==> src/rtl/mandel_line_scheduler.sv <==
// mandel_line_scheduler
//
// Hands the pixels of one Mandelbrot line to a bank of iteration engines
// and gathers their escape depths into the line result buffer.
//
// Pixels are issued in ascending x order, at most one per cycle, always to
// the lowest-indexed engine that is both ready and not already holding a
// pixel. Engine completions are held per engine and drained through one
// buffer write port with round-robin arbitration. When every pixel of the
// line has been written, line_done pulses for one cycle.
//
// Ports
//   out_stream_aclk  block clock
//   periph_resetn    synchronous active-low reset
//   line_start       starts a line (only honoured while idle)
//   line_y           row index, latched on an accepted line_start
//   busy             a line is in progress
//   line_done        one-cycle pulse after the last depth is written
//   eng_ready[i]     engine i is idle and can take a pixel
//   eng_start[i]     one-hot start pulse to engine i
//   eng_x, eng_y     pixel coordinates qualified by eng_start
//   eng_done[i]      engine i result valid (one-cycle pulse)
//   eng_depth        engine i depth on slice [i*DEPTH_W +: DEPTH_W]
//   res_we           result buffer write enable
//   res_addr         buffer address (pixel x)
//   res_depth        depth to write
module mandel_line_scheduler #(
    parameter int NUM_ENGINES = 4,
    parameter int X_SIZE      = 640,
    parameter int DEPTH_W     = 10,
    parameter int XW          = $clog2(X_SIZE)
) (
    input  logic                           out_stream_aclk,
    input  logic                           periph_resetn,
    input  logic                           line_start,
    input  logic [8:0]                     line_y,
    output logic                           busy,
    output logic                           line_done,
    input  logic [NUM_ENGINES-1:0]         eng_ready,
    output logic [NUM_ENGINES-1:0]         eng_start,
    output logic [XW-1:0]                  eng_x,
    output logic [8:0]                     eng_y,
    input  logic [NUM_ENGINES-1:0]         eng_done,
    input  logic [NUM_ENGINES*DEPTH_W-1:0] eng_depth,
    output logic                           res_we,
    output logic [XW-1:0]                  res_addr,
    output logic [DEPTH_W-1:0]             res_depth
);

    localparam int          RRW   = (NUM_ENGINES > 1) ? $clog2(NUM_ENGINES) : 1;
    localparam logic [XW:0] X_END = (XW+1)'(X_SIZE);

    typedef enum logic [1:0] {
        IDLE = 2'd0,
        RUN  = 2'd1,
        DONE = 2'd2
    } state_t;

    state_t                 state;
    logic [XW:0]            next_x;
    logic [XW:0]            wr_cnt;
    logic [RRW-1:0]         rr_ptr;
    logic [NUM_ENGINES-1:0] assigned;
    logic [NUM_ENGINES-1:0] pending;
    logic [XW-1:0]          tag_x      [NUM_ENGINES];
    logic [DEPTH_W-1:0]     held_depth [NUM_ENGINES];

    logic [NUM_ENGINES-1:0] disp_onehot;
    logic                   disp_go;
    logic                   grant_found;
    logic [RRW-1:0]         grant_idx;
    logic                   grant_go;
    logic [NUM_ENGINES-1:0] grant_onehot;
    logic [RRW-1:0]         rr_next;
    logic [NUM_ENGINES-1:0] cap_mask;
    logic [NUM_ENGINES-1:0] assigned_nxt;
    logic [NUM_ENGINES-1:0] pending_nxt;

    // Lowest-indexed engine that is ready and not holding a pixel. The
    // descending scan leaves the lowest match as the final assignment.
    always_comb begin
        disp_onehot = '0;
        for (int i = NUM_ENGINES - 1; i >= 0; i--) begin
            if (eng_ready[i] && !assigned[i]) begin
                disp_onehot    = '0;
                disp_onehot[i] = 1'b1;
            end
        end
        disp_go = (state == RUN) && (next_x < X_END) && (disp_onehot != '0);
    end

    // Round-robin: first pending engine at or above rr_ptr; if none, wrap
    // to the lowest pending engine overall.
    always_comb begin
        grant_found = 1'b0;
        grant_idx   = '0;
        for (int i = NUM_ENGINES - 1; i >= 0; i--) begin
            if (pending[i]) begin
                grant_found = 1'b1;
                grant_idx   = RRW'(i);
            end
        end
        for (int i = NUM_ENGINES - 1; i >= 0; i--) begin
            if (pending[i] && (RRW'(i) >= rr_ptr)) begin
                grant_idx = RRW'(i);
            end
        end
        grant_go     = (state == RUN) && grant_found;
        grant_onehot = '0;
        if (grant_go) begin
            grant_onehot[grant_idx] = 1'b1;
        end
        rr_next = (grant_idx == RRW'(NUM_ENGINES - 1)) ? '0 : grant_idx + 1'b1;
    end

    // A completion only counts for an engine that owns a pixel and has not
    // already delivered it; anything else on eng_done is dropped. Capture
    // and grant never hit the same engine (one needs !pending, the other
    // pending), and dispatch never hits a granted engine (needs !assigned).
    always_comb begin
        cap_mask     = (state == RUN) ? (eng_done & assigned & ~pending) : '0;
        assigned_nxt = (assigned | (disp_go ? disp_onehot : '0)) & ~grant_onehot;
        pending_nxt  = (pending & ~grant_onehot) | cap_mask;
    end

    always_ff @(posedge out_stream_aclk) begin
        if (!periph_resetn) begin
            state     <= IDLE;
            busy      <= 1'b0;
            line_done <= 1'b0;
            eng_start <= '0;
            eng_x     <= '0;
            eng_y     <= '0;
            res_we    <= 1'b0;
            res_addr  <= '0;
            res_depth <= '0;
            next_x    <= '0;
            wr_cnt    <= '0;
            rr_ptr    <= '0;
            assigned  <= '0;
            pending   <= '0;
        end else begin
            line_done <= 1'b0;
            eng_start <= disp_go ? disp_onehot : '0;
            res_we    <= grant_go;
            assigned  <= assigned_nxt;
            pending   <= pending_nxt;

            case (state)
                IDLE: begin
                    if (line_start) begin
                        eng_y  <= line_y;
                        next_x <= '0;
                        wr_cnt <= '0;
                        busy   <= 1'b1;
                        state  <= RUN;
                    end
                end
                RUN: begin
                    if (wr_cnt == X_END) begin
                        line_done <= 1'b1;
                        state     <= DONE;
                    end
                end
                DONE: begin
                    busy  <= 1'b0;
                    state <= IDLE;
                end
                default: begin
                    busy  <= 1'b0;
                    state <= IDLE;
                end
            endcase

            if (disp_go) begin
                eng_x  <= next_x[XW-1:0];
                next_x <= next_x + 1'b1;
            end

            if (grant_go) begin
                res_addr  <= tag_x[grant_idx];
                res_depth <= held_depth[grant_idx];
                rr_ptr    <= rr_next;
                wr_cnt    <= wr_cnt + 1'b1;
            end
        end
    end

    // Per-engine pixel tag and held depth are pure data: they are only read
    // while the matching assigned/pending flag is set, so they need no reset.
    always_ff @(posedge out_stream_aclk) begin
        for (int i = 0; i < NUM_ENGINES; i++) begin
            if (cap_mask[i]) begin
                held_depth[i] <= eng_depth[i*DEPTH_W +: DEPTH_W];
            end
            if (disp_go && disp_onehot[i]) begin
                tag_x[i] <= next_x[XW-1:0];
            end
        end
    end

endmodule

==> config.mk <==
export PLATFORM = sky130hd
export DESIGN_NAME = mandel_line_scheduler
export DESIGN_NICKNAME = d
export VERILOG_FILES = /design/src/rtl/mandel_line_scheduler.sv
export SDC_FILE = /design/constraint.sdc
export NUM_CORES = 1
export LEC_CHECK = 0
export BUFFER_PORTS_ARGS = -buffer_cell sky130_fd_sc_hd__buf_4
export CORE_AREA = 2 2 110 166
export CTS_BUF_LIST = sky130_fd_sc_hd__clkbuf_4 sky130_fd_sc_hd__clkbuf_8
export DETAILED_ROUTE_END_ITERATION = 12
export DIE_AREA = 0 0 112 168
export GPL_ROUTABILITY_DRIVEN = 0
export MAX_ROUTING_LAYER = met4
export PLACE_DENSITY = 0.6
export SLEW_MARGIN = 10
export SYNTH_ARGS = -nofsm -noshare
export SYNTH_HDL_FRONTEND = slang
export SYNTH_SLANG_ARGS = --single-unit
export TNS_END_PERCENT = 50
==> constraint.sdc <==
create_clock -name out_stream_aclk -period 2 [get_ports out_stream_aclk]
set_input_delay 0.2 -clock out_stream_aclk [delete_from_list [all_inputs] [get_ports out_stream_aclk]]
set_output_delay 0.2 -clock out_stream_aclk [all_outputs]
set_load 0.005 [all_outputs]
==> reports/results.txt <==
Outcome - finished, final reports clean
H-tree levels - 4
CTS Buffer Depth - 2
Largest net degree at the start of global routing - 41
Placement Cell Area - 0.00752 mm2
Cell Area, Synth - 0.00635 mm2
Crit-path cells - o21ai_1 -> nand3b_2 -> nor4b_4 -> buf_4 -> nor2_1 -> a211oi_1
Worst Tran Pin Value - 0.532 ns
Antenna diodes - 0
Commonest non-fill, non-tap cell in the layout - buf_4
Initial antenna violation count - 0
Vias post-DR - 4862
Cells after synthesis - 566
Sequential-to-total area share from yosys stat - 0.630
Yosys Warn Count - 0
Cts bufs inserted - 17
Die Wd - 112 um
Worst EP required - 2.35 ns
Post-synth ARST share - 0
Post-synth EDFFs - 80
Post-CTS setup repair buffer count - 0
Initial Util - 0.362
Crit path kind - flop to flop
Hold Path Sink - wr_cnt[8]$_SDFFE_PN0P_
Core area - 0.0176 mm2
Die ar. - 0.0188 mm2
DRT antenna net count - 0
Synth top area cells - edfxtp_1 (38%), dfxtp_1 (25%), nand2_1 (5.0%), a21oi_1 (3.5%), mux2i_1 (3.2%)
Layout Area Growth over Synthesis - 33.1%
Final critical-path required period - 1.89 ns
Register bit total from synthesis - 160
Dominant synthesized flop cell - edfxtp_1
CP startpoint kind - flop
Final Cycle Share - 0.946
Netlist cell types - 50
Leakage power - 3.39 nW
Hold Crit Class - primary input to flop
Num ports - 106
Layout cell share with drive strength beyond 1 - 0.248
Non-Filler Instances - 966
Area share of the leading cell type in the synthesized netlist - 0.378
Area leader, netlist - edfxtp_1
CTS clock-pin slew for the worst setup and hold paths - 0.09 ns
Pwr dens - 770 mW/mm2
Syn_area_per_cell - 11.2 um2
Worst hold start - periph_resetn
First-pass GRT wire length - 25900 um
Peak VDD IR - 463 uV
Post-Route WL - 15700 um
Drc violations - 0
Slew Viols, Final - 0
Endpoints failing setup - 0
Worst Skew - 0.0164 ns
Net Count, Synth - 633
Via/cell ratio - 5.03
Cell Rows - 60
Final Cell Area - 0.00846 mm2
Drt wl/cell - 16.3 um
Peak Freq - 529 MHz
First drt pass iteration count - 4
Hold path cells - 2
Post-DP HPWL - 10900 um
Vias in the first global route - 5211
Crit-path max cell delay - 0.40 ns
CTS tree - done
Die Height - 168 um
Number of DRC markers in iteration 0 - 229
Max-cap violation count - 0
Register-to-register setup slack - 0.11 ns
WP data arrival - 2.24 ns
Reg2reg end - assigned[3]$_SDFF_PN0_
Port Buf Inserts - 105
Commonest cells after routing, fill and taps aside - buf_4 (132), nand2_1 (84), dfxtp_1 (80), edfxtp_1 (80), dlygate4sd3_1 (49)
# clock sinks - 160
Placed cells - 885
Root buf cell - clkbuf_8
Crit-path max FO - 11
Reg2reg path depth - 6
Fin nets - 803
Fillers - 1638
GRT Total Usage - 0.178
Setup crit end kind - flop
RSZ-0062 raised after global routing - false
Worst-Skew Late Latency - 0.43 ns
GRT overflow - 0
Final hold violation count - 0
Slowest CP cell - dfxtp_1
Reg2reg start - next_x[8]$_SDFFE_PN0P_
Slew margin rel. - 0.645
==> report_power, final <==
part / leakage [nW] / internal (mW) / switching [mW] / total, mW
clock network: 0.202 / 1.28 / 1.27 / 2.55
registers: 1.40 / 3.48 / 0.0232 / 3.50
logic: 1.79 / 0.238 / 0.229 / 0.467
==> critical path, delay by kind of cell, from the launching register on <==
kind / cells / cell delay (ns)
compound gates: 2 / 0.45
buf+inv: 1 / 0.27
flops: 1 / 0.40
simple gates: 3 / 0.68
==> per-stage QoR <==
step / power (mW) / TNS (ns) / util / hold slack (ns) / setup WS [ns]
global placement: 3.95 / 0 / 0.428 / 0.380 / 0.0783
global route: 6.79 / 0 / 0.481 / 0.0161 / 0.00349
CTS: 6.58 / -0.0114 / 0.481 / 0.0185 / -0.00970
detailed placement: 3.96 / 0 / 0.428 / 0.380 / 0.0167
floorplan: 3.75 / -0.0973 / - / 0.299 / -0.00973
finish: 6.51 / 0 / 0.481 / 0.0555 / 0.108
==> sequential cells by signal, summed over array words and instances, names as in the netlist, 9 cells and up <==
signal / cells
eng_x: 10
eng_y: 9
held_depth: 40
next_x: 11
res_addr: 10
res_depth: 10
tag_x: 40
wr_cnt: 11
==> kinds of logic after synthesis <==
logic type,count (synthesis),synth area share
simple gates,200,0.157
flops,160,0.630
buf+inv,39,0.0280
compound gates,136,0.133
fa+ha+maj,7,0.0138
mux,24,0.0386
==> layer usage <==
| metal | share of wire | up-vias | GRT usage |
|---|---|---|---|
| li1 | - | 2395 | - |
| met1 | 0.39 | 2321 | 0.193 |
| met2 | 0.56 | 138 | 0.330 |
| met3 | 0.042 | 8 | 0.0378 |
| met4 | 0.0080 | 0 | 0.0467 |
| met5 | 0 | - | - |
==> layout make-up <==
cell class,instances,area (um2),share of cell area
Clock buffer,17,234,0.0277
Clock inverter,15,201,0.0238
Inverter,8,30.0,0.00355
Multi-Input combinational cell,367,2210,0.262
Sequential cell,160,4000,0.474
Tap cell,217,272,0.0321
Timing Repair Buffer,182,1500,0.178
==> what timing repair did <==
action | in CTS | in global routing
hold endpoints to repair | 49 | 0
setup endpoints to repair | 2 | 54
hold buffers | 49 | 0
gates resized for setup | 0 | 4
==> how the worst max path moves through the flow <==
stage                        endpoint  depth (start not counted)              startpoint  slack [ns]
2_1_floorplan   tag_x[2][0]$_DFFE_PP_                          3  next_x[7]$_SDFFE_PN0P_       -0.01
3_3_place_gp   assigned[3]$_SDFF_PN0_                          6  next_x[8]$_SDFFE_PN0P_        0.08
3_5_place_dp    eng_x[2]$_SDFFE_PN0P_                          6  next_x[8]$_SDFFE_PN0P_        0.02
4_1_cts         eng_x[2]$_SDFFE_PN0P_                          6  next_x[8]$_SDFFE_PN0P_       -0.01
5_1_grt        rr_ptr[0]$_SDFFE_PN0P_                          7   pending[1]$_SDFF_PN0_       0.003
6_report       assigned[3]$_SDFF_PN0_                          6  next_x[8]$_SDFFE_PN0P_        0.11
==> cell usage after synthesis (2+ instances only) <==
library cell	number
ha_1	7
o211ai_1	20
dfxtp_1	80
nor2_1	27
a41oi_1	2
buf_6	2
edfxtp_1	80
mux2i_1	20
nor2_2	2
and2_1	3
nand2b_1	6
mux2_2	4
o21ai_0	13
and3_1	30
and2b_1	2
nor2b_1	3
nor4_1	2
a31oi_1	2
a21oi_1	45
buf_4	2
o21ai_1	20
nand3_1	10
nand2_1	84
or3_1	2
buf_1	3
nand4_1	2
nor3_1	14
a21boi_0	20
inv_1	7
buf_2	7
clkbuf_1	17
nand3b_1	5
a211oi_1	6
Note: power is estimated with default switching activity, not from simulation.
